===== config.mk =====
export PLATFORM = sky130hd
export DESIGN_NAME = ds2_responder
export DESIGN_NICKNAME = d
export VERILOG_FILES = /design/src/rtl/ds2_responder.sv
export SDC_FILE = /design/constraint.sdc
export NUM_CORES = 1
export LEC_CHECK = 0
export BUFFER_PORTS_ARGS = -buffer_cell sky130_fd_sc_hd__buf_2
export CELL_PAD_IN_SITES_DETAIL_PLACEMENT = 2
export CELL_PAD_IN_SITES_GLOBAL_PLACEMENT = 2
export CORE_ASPECT_RATIO = 2
export CORE_MARGIN = 8
export CORE_UTILIZATION = 38
export DETAILED_ROUTE_END_ITERATION = 8
export PLACE_DENSITY = 0.8
export SLEW_MARGIN = 30
export SYNTH_ARGS = -nofsm -noshare
export SYNTH_HDL_FRONTEND = slang
export SYNTH_SLANG_ARGS = --single-unit
export TNS_END_PERCENT = 10

===== constraint.sdc =====
create_clock -name clk -period 6.8 [get_ports clk]
set_clock_uncertainty 0.2 [all_clocks]
set_input_delay 0.34 -clock clk [delete_from_list [all_inputs] [get_ports clk]]
set_output_delay 0.34 -clock clk [all_outputs]
set_load 0.03 [all_outputs]

===== src/rtl/ds2_responder.sv =====
// DualShock 2 pad-side responder: answers the host poll on the ATT/CMD/CLK/DAT/ACK bus.
// Define DS2_RESP_ANALOG_EN for the 9-byte analog reply (ID 0x73); default is the 5-byte digital reply.
module ds2_responder #(
    parameter int ACK_DELAY = 8,
    parameter int ACK_WIDTH = 12
) (
    input  logic        clk,
    input  logic        rst_b,
    input  logic        ds2_att,
    input  logic        ds2_clk,
    input  logic        ds2_cmd,
    output logic        ds2_dat,
    output logic        ds2_ack,
    input  logic [15:0] buttons,
    input  logic [31:0] stick,
    output logic [7:0]  cmd_byte,
    output logic        cmd_valid,
    output logic        frame_done
);
`ifdef DS2_RESP_ANALOG_EN
    localparam logic [7:0] ID_BYTE  = 8'h73;
    localparam logic [3:0] LAST_IDX = 4'd8;
`else
    localparam logic [7:0] ID_BYTE  = 8'h41;
    localparam logic [3:0] LAST_IDX = 4'd4;
`endif
    localparam int CNT_MAX = (ACK_DELAY > ACK_WIDTH) ? ACK_DELAY : ACK_WIDTH;
    localparam int CNT_W   = $clog2(CNT_MAX + 1);

    typedef enum logic [2:0] {IDLE, SHIFT, ACK_WAIT, ACK, DONE, IGNORE} state_t;

    state_t             state_q, state_d;
    logic [CNT_W-1:0]   cnt_q, cnt_d;
    logic [2:0]         bit_cnt_q, bit_cnt_d;
    logic [3:0]         byte_idx_q, byte_idx_d;
    logic               dat_q, dat_d, ack_q, ack_d;
    logic [7:0]         cmd_byte_q, cmd_byte_d;
    logic               cmd_valid_q, cmd_valid_d, frame_done_q, frame_done_d;
    logic [7:0]         tx_q, tx_d, rx_q, rx_d, rx_next, reply;
    logic [15:0]        btn_q, btn_d;
    logic [3:0]         idx_next;
`ifdef DS2_RESP_ANALOG_EN
    logic [31:0]        stick_q, stick_d;
`else
    logic               unused_stick;
    assign unused_stick = ^stick;
`endif

    // Stage p0/p1: two-flop synchronisers; p2 holds the previous synchronised value for edge detect
    logic att_p0, att_p1, att_p2, clk_p0, clk_p1, clk_p2, cmd_p0, cmd_p1;
    always_ff @(posedge clk or negedge rst_b) begin
        if (!rst_b) begin
            {att_p0, att_p1, att_p2} <= 3'b111;
            {clk_p0, clk_p1, clk_p2} <= 3'b111;
            {cmd_p0, cmd_p1}         <= 2'b11;
        end else begin
            {att_p0, att_p1, att_p2} <= {ds2_att, att_p0, att_p1};
            {clk_p0, clk_p1, clk_p2} <= {ds2_clk, clk_p0, clk_p1};
            {cmd_p0, cmd_p1}         <= {ds2_cmd, cmd_p0};
        end
    end

    logic att_fall, att_rise, clk_fall, clk_rise;
    assign att_fall = att_p2 & ~att_p1;
    assign att_rise = ~att_p2 & att_p1;
    assign clk_fall = clk_p2 & ~clk_p1;
    assign clk_rise = ~clk_p2 & clk_p1;
    assign rx_next  = {cmd_p1, rx_q[7:1]};
    assign idx_next = (byte_idx_q == LAST_IDX) ? byte_idx_q : byte_idx_q + 4'd1;

    always_comb begin
        reply = 8'hFF;
        case (idx_next)
            4'd1:    reply = ID_BYTE;
            4'd2:    reply = 8'h5A;
            4'd3:    reply = ~btn_q[7:0];
            4'd4:    reply = ~btn_q[15:8];
`ifdef DS2_RESP_ANALOG_EN
            4'd5:    reply = stick_q[7:0];
            4'd6:    reply = stick_q[15:8];
            4'd7:    reply = stick_q[23:16];
            4'd8:    reply = stick_q[31:24];
`endif
            default: reply = 8'hFF;
        endcase
    end

    always_comb begin
        state_d      = state_q;
        cnt_d        = cnt_q;
        bit_cnt_d    = bit_cnt_q;
        byte_idx_d   = byte_idx_q;
        dat_d        = dat_q;
        ack_d        = 1'b1;
        cmd_byte_d   = cmd_byte_q;
        cmd_valid_d  = 1'b0;
        frame_done_d = 1'b0;
        tx_d         = tx_q;
        rx_d         = rx_q;
        btn_d        = btn_q;
`ifdef DS2_RESP_ANALOG_EN
        stick_d      = stick_q;
`endif
        case (state_q)
            IDLE: begin
                dat_d = 1'b1;
                if (att_fall) begin
                    tx_d       = 8'hFF;
                    btn_d      = buttons;
`ifdef DS2_RESP_ANALOG_EN
                    stick_d    = stick;
`endif
                    byte_idx_d = 4'd0;
                    bit_cnt_d  = 3'd0;
                    state_d    = SHIFT;
                end
            end
            SHIFT: begin
                if (att_rise) begin
                    dat_d   = 1'b1;
                    state_d = IDLE;
                end else if (clk_fall) begin
                    dat_d = tx_q[0];
                end else if (clk_rise) begin
                    rx_d      = rx_next;
                    tx_d      = tx_q >> 1;
                    bit_cnt_d = bit_cnt_q + 3'd1;
                    if (bit_cnt_q == 3'd7) begin
                        cmd_byte_d  = rx_next;
                        cmd_valid_d = 1'b1;
                        dat_d       = 1'b1;
                        cnt_d       = '0;
                        // Only the address byte can reject a frame
                        if (byte_idx_q == 4'd0 && rx_next != 8'h01) state_d = IGNORE;
                        else if (byte_idx_q == LAST_IDX)            state_d = DONE;
                        else                                        state_d = ACK_WAIT;
                    end
                end
            end
            ACK_WAIT: begin
                if (att_rise) begin
                    dat_d   = 1'b1;
                    state_d = IDLE;
                end else if (cnt_q == CNT_W'(ACK_DELAY - 1)) begin
                    tx_d       = reply;
                    byte_idx_d = idx_next;
                    cnt_d      = '0;
                    state_d    = ACK;
                end else begin
                    cnt_d = cnt_q + 1'b1;
                end
            end
            ACK: begin
                if (att_rise) begin
                    dat_d   = 1'b1;
                    state_d = IDLE;
                end else begin
                    ack_d = 1'b0;
                    if (cnt_q == CNT_W'(ACK_WIDTH - 1)) state_d = SHIFT;
                    else                                cnt_d   = cnt_q + 1'b1;
                end
            end
            DONE: begin
                if (att_rise) begin
                    frame_done_d = 1'b1;
                    state_d      = IDLE;
                end
            end
            IGNORE: begin
                dat_d = 1'b1;
                if (att_rise) state_d = IDLE;
            end
            default: state_d = IDLE;
        endcase
    end

    always_ff @(posedge clk or negedge rst_b) begin
        if (!rst_b) begin
            state_q      <= IDLE;
            cnt_q        <= '0;
            bit_cnt_q    <= 3'd0;
            byte_idx_q   <= 4'd0;
            dat_q        <= 1'b1;
            ack_q        <= 1'b1;
            cmd_byte_q   <= 8'h00;
            cmd_valid_q  <= 1'b0;
            frame_done_q <= 1'b0;
        end else begin
            state_q      <= state_d;
            cnt_q        <= cnt_d;
            bit_cnt_q    <= bit_cnt_d;
            byte_idx_q   <= byte_idx_d;
            dat_q        <= dat_d;
            ack_q        <= ack_d;
            cmd_byte_q   <= cmd_byte_d;
            cmd_valid_q  <= cmd_valid_d;
            frame_done_q <= frame_done_d;
        end
    end

    always_ff @(posedge clk) begin
        tx_q    <= tx_d;
        rx_q    <= rx_d;
        btn_q   <= btn_d;
`ifdef DS2_RESP_ANALOG_EN
        stick_q <= stick_d;
`endif
    end

    assign ds2_dat    = dat_q;
    assign ds2_ack    = ack_q;
    assign cmd_byte   = cmd_byte_q;
    assign cmd_valid  = cmd_valid_q;
    assign frame_done = frame_done_q;
endmodule


==> impl_metrics.env <==
export IMPL_finalHoldViolCount=0
export IMPL_min_period_ps=3130
export IMPL_post_synth_top_area_cell="sky130_fd_sc_hd__edfxtp_1"
export IMPL_relSlewSlack_pct=33.8
export IMPL_cts_htree_levels=3
export IMPL_drtIter0Drc=84
export IMPL_clock_sinks=65
export IMPL_clock_fmax_mhz=319
export IMPL_grt_setup_unrepaired="no"
export IMPL_final_max_slew_violation_count=0
export IMPL_detailed_route_via_count=2330
export IMPL_post_synth_instance_area_sq_mm=0.00307
export IMPL_critical_path_max_fanout=14
export IMPL_chipHeight_um=143
export IMPL_design_final_nets=365
export IMPL_pwrdens_mw_per_mm2=313
export IMPL_post_route_cells_drive_above_1_share_pct=26.1
export IMPL_die_area_sq_mm=0.0114
export IMPL_critical_path_class="reg -> reg"
export IMPL_ctsResizeCount=0
export IMPL_synth_async_reset_ratio_pct=52.3
export IMPL_critPathRequiredTime_ps=6630
export IMPL_startpoint_type="flip-flop"
export IMPL_dominantRegCellSynth="sky130_fd_sc_hd__edfxtp_1"
export IMPL_root_buffer="sky130_fd_sc_hd__clkbuf_16"
export IMPL_number_of_enable_type_register_cells_in_the_synthesized_netlist=31
export IMPL_synth_net_count=312
export IMPL_synth_most_common_cell="sky130_fd_sc_hd__edfxtp_1"
export IMPL_cts_tree="yes"
export IMPL_max_clock_path_buffers=2
export IMPL_core_region_area_sq_mm=0.00789
export IMPL_overall_global_routing_resource_usage_pct=18.7
export IMPL_place_congestion=0.826
export IMPL_first_global_vias=2722
export IMPL_detail_route_vias_per_cell=5.74
export IMPL_area_delta_synth_final_pct=24.5
export IMPL_dpl_cell_area_sq_mm=0.00330
export IMPL_initial_core_util_pct=39.0
export IMPL_ys_seq_elements=65
export IMPL_timing_setup_tns_ps=0
export IMPL_critical_path_endpoint_category="flip-flop"
export IMPL_chipWidth_um=79.6
export IMPL_firstDrtPassIters=4
export IMPL_yosysWarningCount=0
export IMPL_drc_markers=0
export IMPL_synth_common_cells="sky130_fd_sc_hd__edfxtp_1, sky130_fd_sc_hd__dfrtp_1, sky130_fd_sc_hd__a21oi_1"
export IMPL_whs_ps=156
export IMPL_port_buffer_count=32
export IMPL_worst_setup_hold_path_clk_slew_ps=50
export IMPL_postSynthAreaPerCell_sq_um=12.2
export IMPL_grt_start_max_net_pins=35
export IMPL_peakVddDrop_uv=225
export IMPL_grt_first_pass_wirelength_mm=15.6
export IMPL_p_leak_uw=0.00155
export IMPL_post_route_cell_area_sq_mm=0.00383
export IMPL_drv_cap=0
export IMPL_grt_antenna_before_repair=0
export IMPL_post_drt_wl_per_cell_um=24.5
export IMPL_clock_insertion_delay_worst_skew_ps=340
export IMPL_fp_row_count=46
export IMPL_outcome="finished clean"
export IMPL_yosys_area_top_type_share_pct=30.3
export IMPL_synthesis_instances=252
export IMPL_synth_top_cells_by_area="sky130_fd_sc_hd__edfxtp_1, sky130_fd_sc_hd__dfrtp_1, sky130_fd_sc_hd__dfstp_2"
export IMPL_hold_path_class="reg -> reg"
export IMPL_antenna_violating_nets_post_route=0
export IMPL_diodes=0
export IMPL_io_pins=65
export IMPL_cp_arrival_ps=2970
export IMPL_synth_distinct_cells=51
export IMPL_synth_seq_area_share_pct=58.4
export IMPL_final_cycle_share_pct=46.1
export IMPL_finalSetupViolCount=0
export IMPL_nFillCells=768
export IMPL_global_route_overflow_total=0
export IMPL_cts_buffers=9
export IMPL_detailed_place_hpwl_mm=6.17
export IMPL_worst_pin_slew_ps=991
export IMPL_drt_wl_total_mm=9.95
## per-layer routing
metal / GRT usage [%] / share of wire, % / vias to the layer above
li1: - / - / 1055
met1: 17.6 / 35 / 1216
met2: 35.9 / 59 / 36
met3: 3.34 / 2.1 / 23
met4: 9.83 / 3.5 / 0
met5: 0 / 0 / -
## cell families (layout without fill, tap and decap cells)
family	Yosys count	after routing	synth area share, %
DFF	65	65	58.4
AOI/OAI and AO/OA	65	65	14.6
buffers and inverters	21	79	2.97
and+or+nand+nor	76	76	14.9
adders and majority gates	7	7	2.85
muxes	17	17	6.07
xor gates and xnor gates	1	1	0.285
## state kept, by name (all words and copies together) (netlist names), 3 cells and up
register / flops
btn_q: 16
state_q: 3
cnt_q: 4
bit_cnt_q: 3
tx_q: 8
rx_q: 7
cmd_byte: 8
byte_idx_q: 4
## where the power goes
group / total [uW] / internal (uW) / switching, uW
Combinational: 186 / 75.9 / 110
Sequential: 505 / 459 / 46.1
Clock: 508 / 330 / 178
Total: 1200 / 865 / 334
## critical path: stages (launching register included)
cell,delay (ps)
sky130_fd_sc_hd__dfrtp_1,530
sky130_fd_sc_hd__inv_1,210
sky130_fd_sc_hd__ha_1,310
sky130_fd_sc_hd__nor2_1,80
sky130_fd_sc_hd__mux2i_1,430
sky130_fd_sc_hd__o21ai_0,230
sky130_fd_sc_hd__o32ai_1,610
sky130_fd_sc_hd__a31oi_1,230
## path summary, 6_finish.rpt
| path | cells past startpoint | end | slack, ps | from |
|---|---|---|---|---|
| worst max-delay path | 7 | tx_q[2] | 3670 | byte_idx_q[0] |
| worst min-delay path | 0 | clk_p1 | 160 | clk_p0 |
| worst max register to register | 7 | tx_q[2] | 3670 | byte_idx_q[0] |
| worst min register to register | 0 | clk_p1 | 160 | clk_p0 |
| max in group asynchronous | 2 | cmd_valid | 5480 | rst_b |
| min in group asynchronous | 2 | state_q[2] | 420 | rst_b |
## what timing repair did
action / CTS / global route
endpoints found under the hold margin: 43 / 0
hold buffers: 20 / 0
buffers inserted: 0 / 0
## layout by cell type (no fill, tap or decap), types with 4 or more instances in the layout
cell type and n:
sky130_fd_sc_hd__ha_1 7, sky130_fd_sc_hd__inv_1 11, sky130_fd_sc_hd__nand2_1 8, sky130_fd_sc_hd__nor2b_1 8, sky130_fd_sc_hd__buf_2 32, sky130_fd_sc_hd__o21ai_0 8, sky130_fd_sc_hd__o22ai_1 5, sky130_fd_sc_hd__dfrtp_1 24
sky130_fd_sc_hd__mux2_2 13, sky130_fd_sc_hd__o22a_1 7, sky130_fd_sc_hd__dfstp_2 10, sky130_fd_sc_hd__a31oi_1 5, sky130_fd_sc_hd__edfxtp_1 31, sky130_fd_sc_hd__a211oi_1 4, sky130_fd_sc_hd__mux2i_1 4, sky130_fd_sc_hd__clkbuf_16 9
sky130_fd_sc_hd__a31o_2 4, sky130_fd_sc_hd__nand3_1 7, sky130_fd_sc_hd__a21oi_1 16, sky130_fd_sc_hd__dlygate4sd3_1 20, sky130_fd_sc_hd__nand2b_1 10, sky130_fd_sc_hd__nor2_1 15
## stage by stage
step / util [%] / total power, uW / cells / setup slack (ps)
after floorplan: - / 618 / 252 / 4400
after global placement: 41.9 / 655 / 370 / 3880
after detailed placement: 41.9 / 672 / 370 / 3730
after CTS: 48.5 / 1200 / 406 / 3650
after global routing: 48.5 / 1240 / 406 / 3520
final: 48.5 / 1200 / 406 / 3670
## area by class of cell
class	count	area, sq um	share of cell area, %
Clock buffer	11	243	6.34
Clock inverter	5	80.1	2.09
Inverter	11	41.3	1.08
Multi-Input combinational cell	166	1190	31.0
Sequential cell	65	1790	46.9
Tap cell	96	120	3.14
Timing Repair Buffer	52	360	9.42
Power figures use the tool's default switching activity.
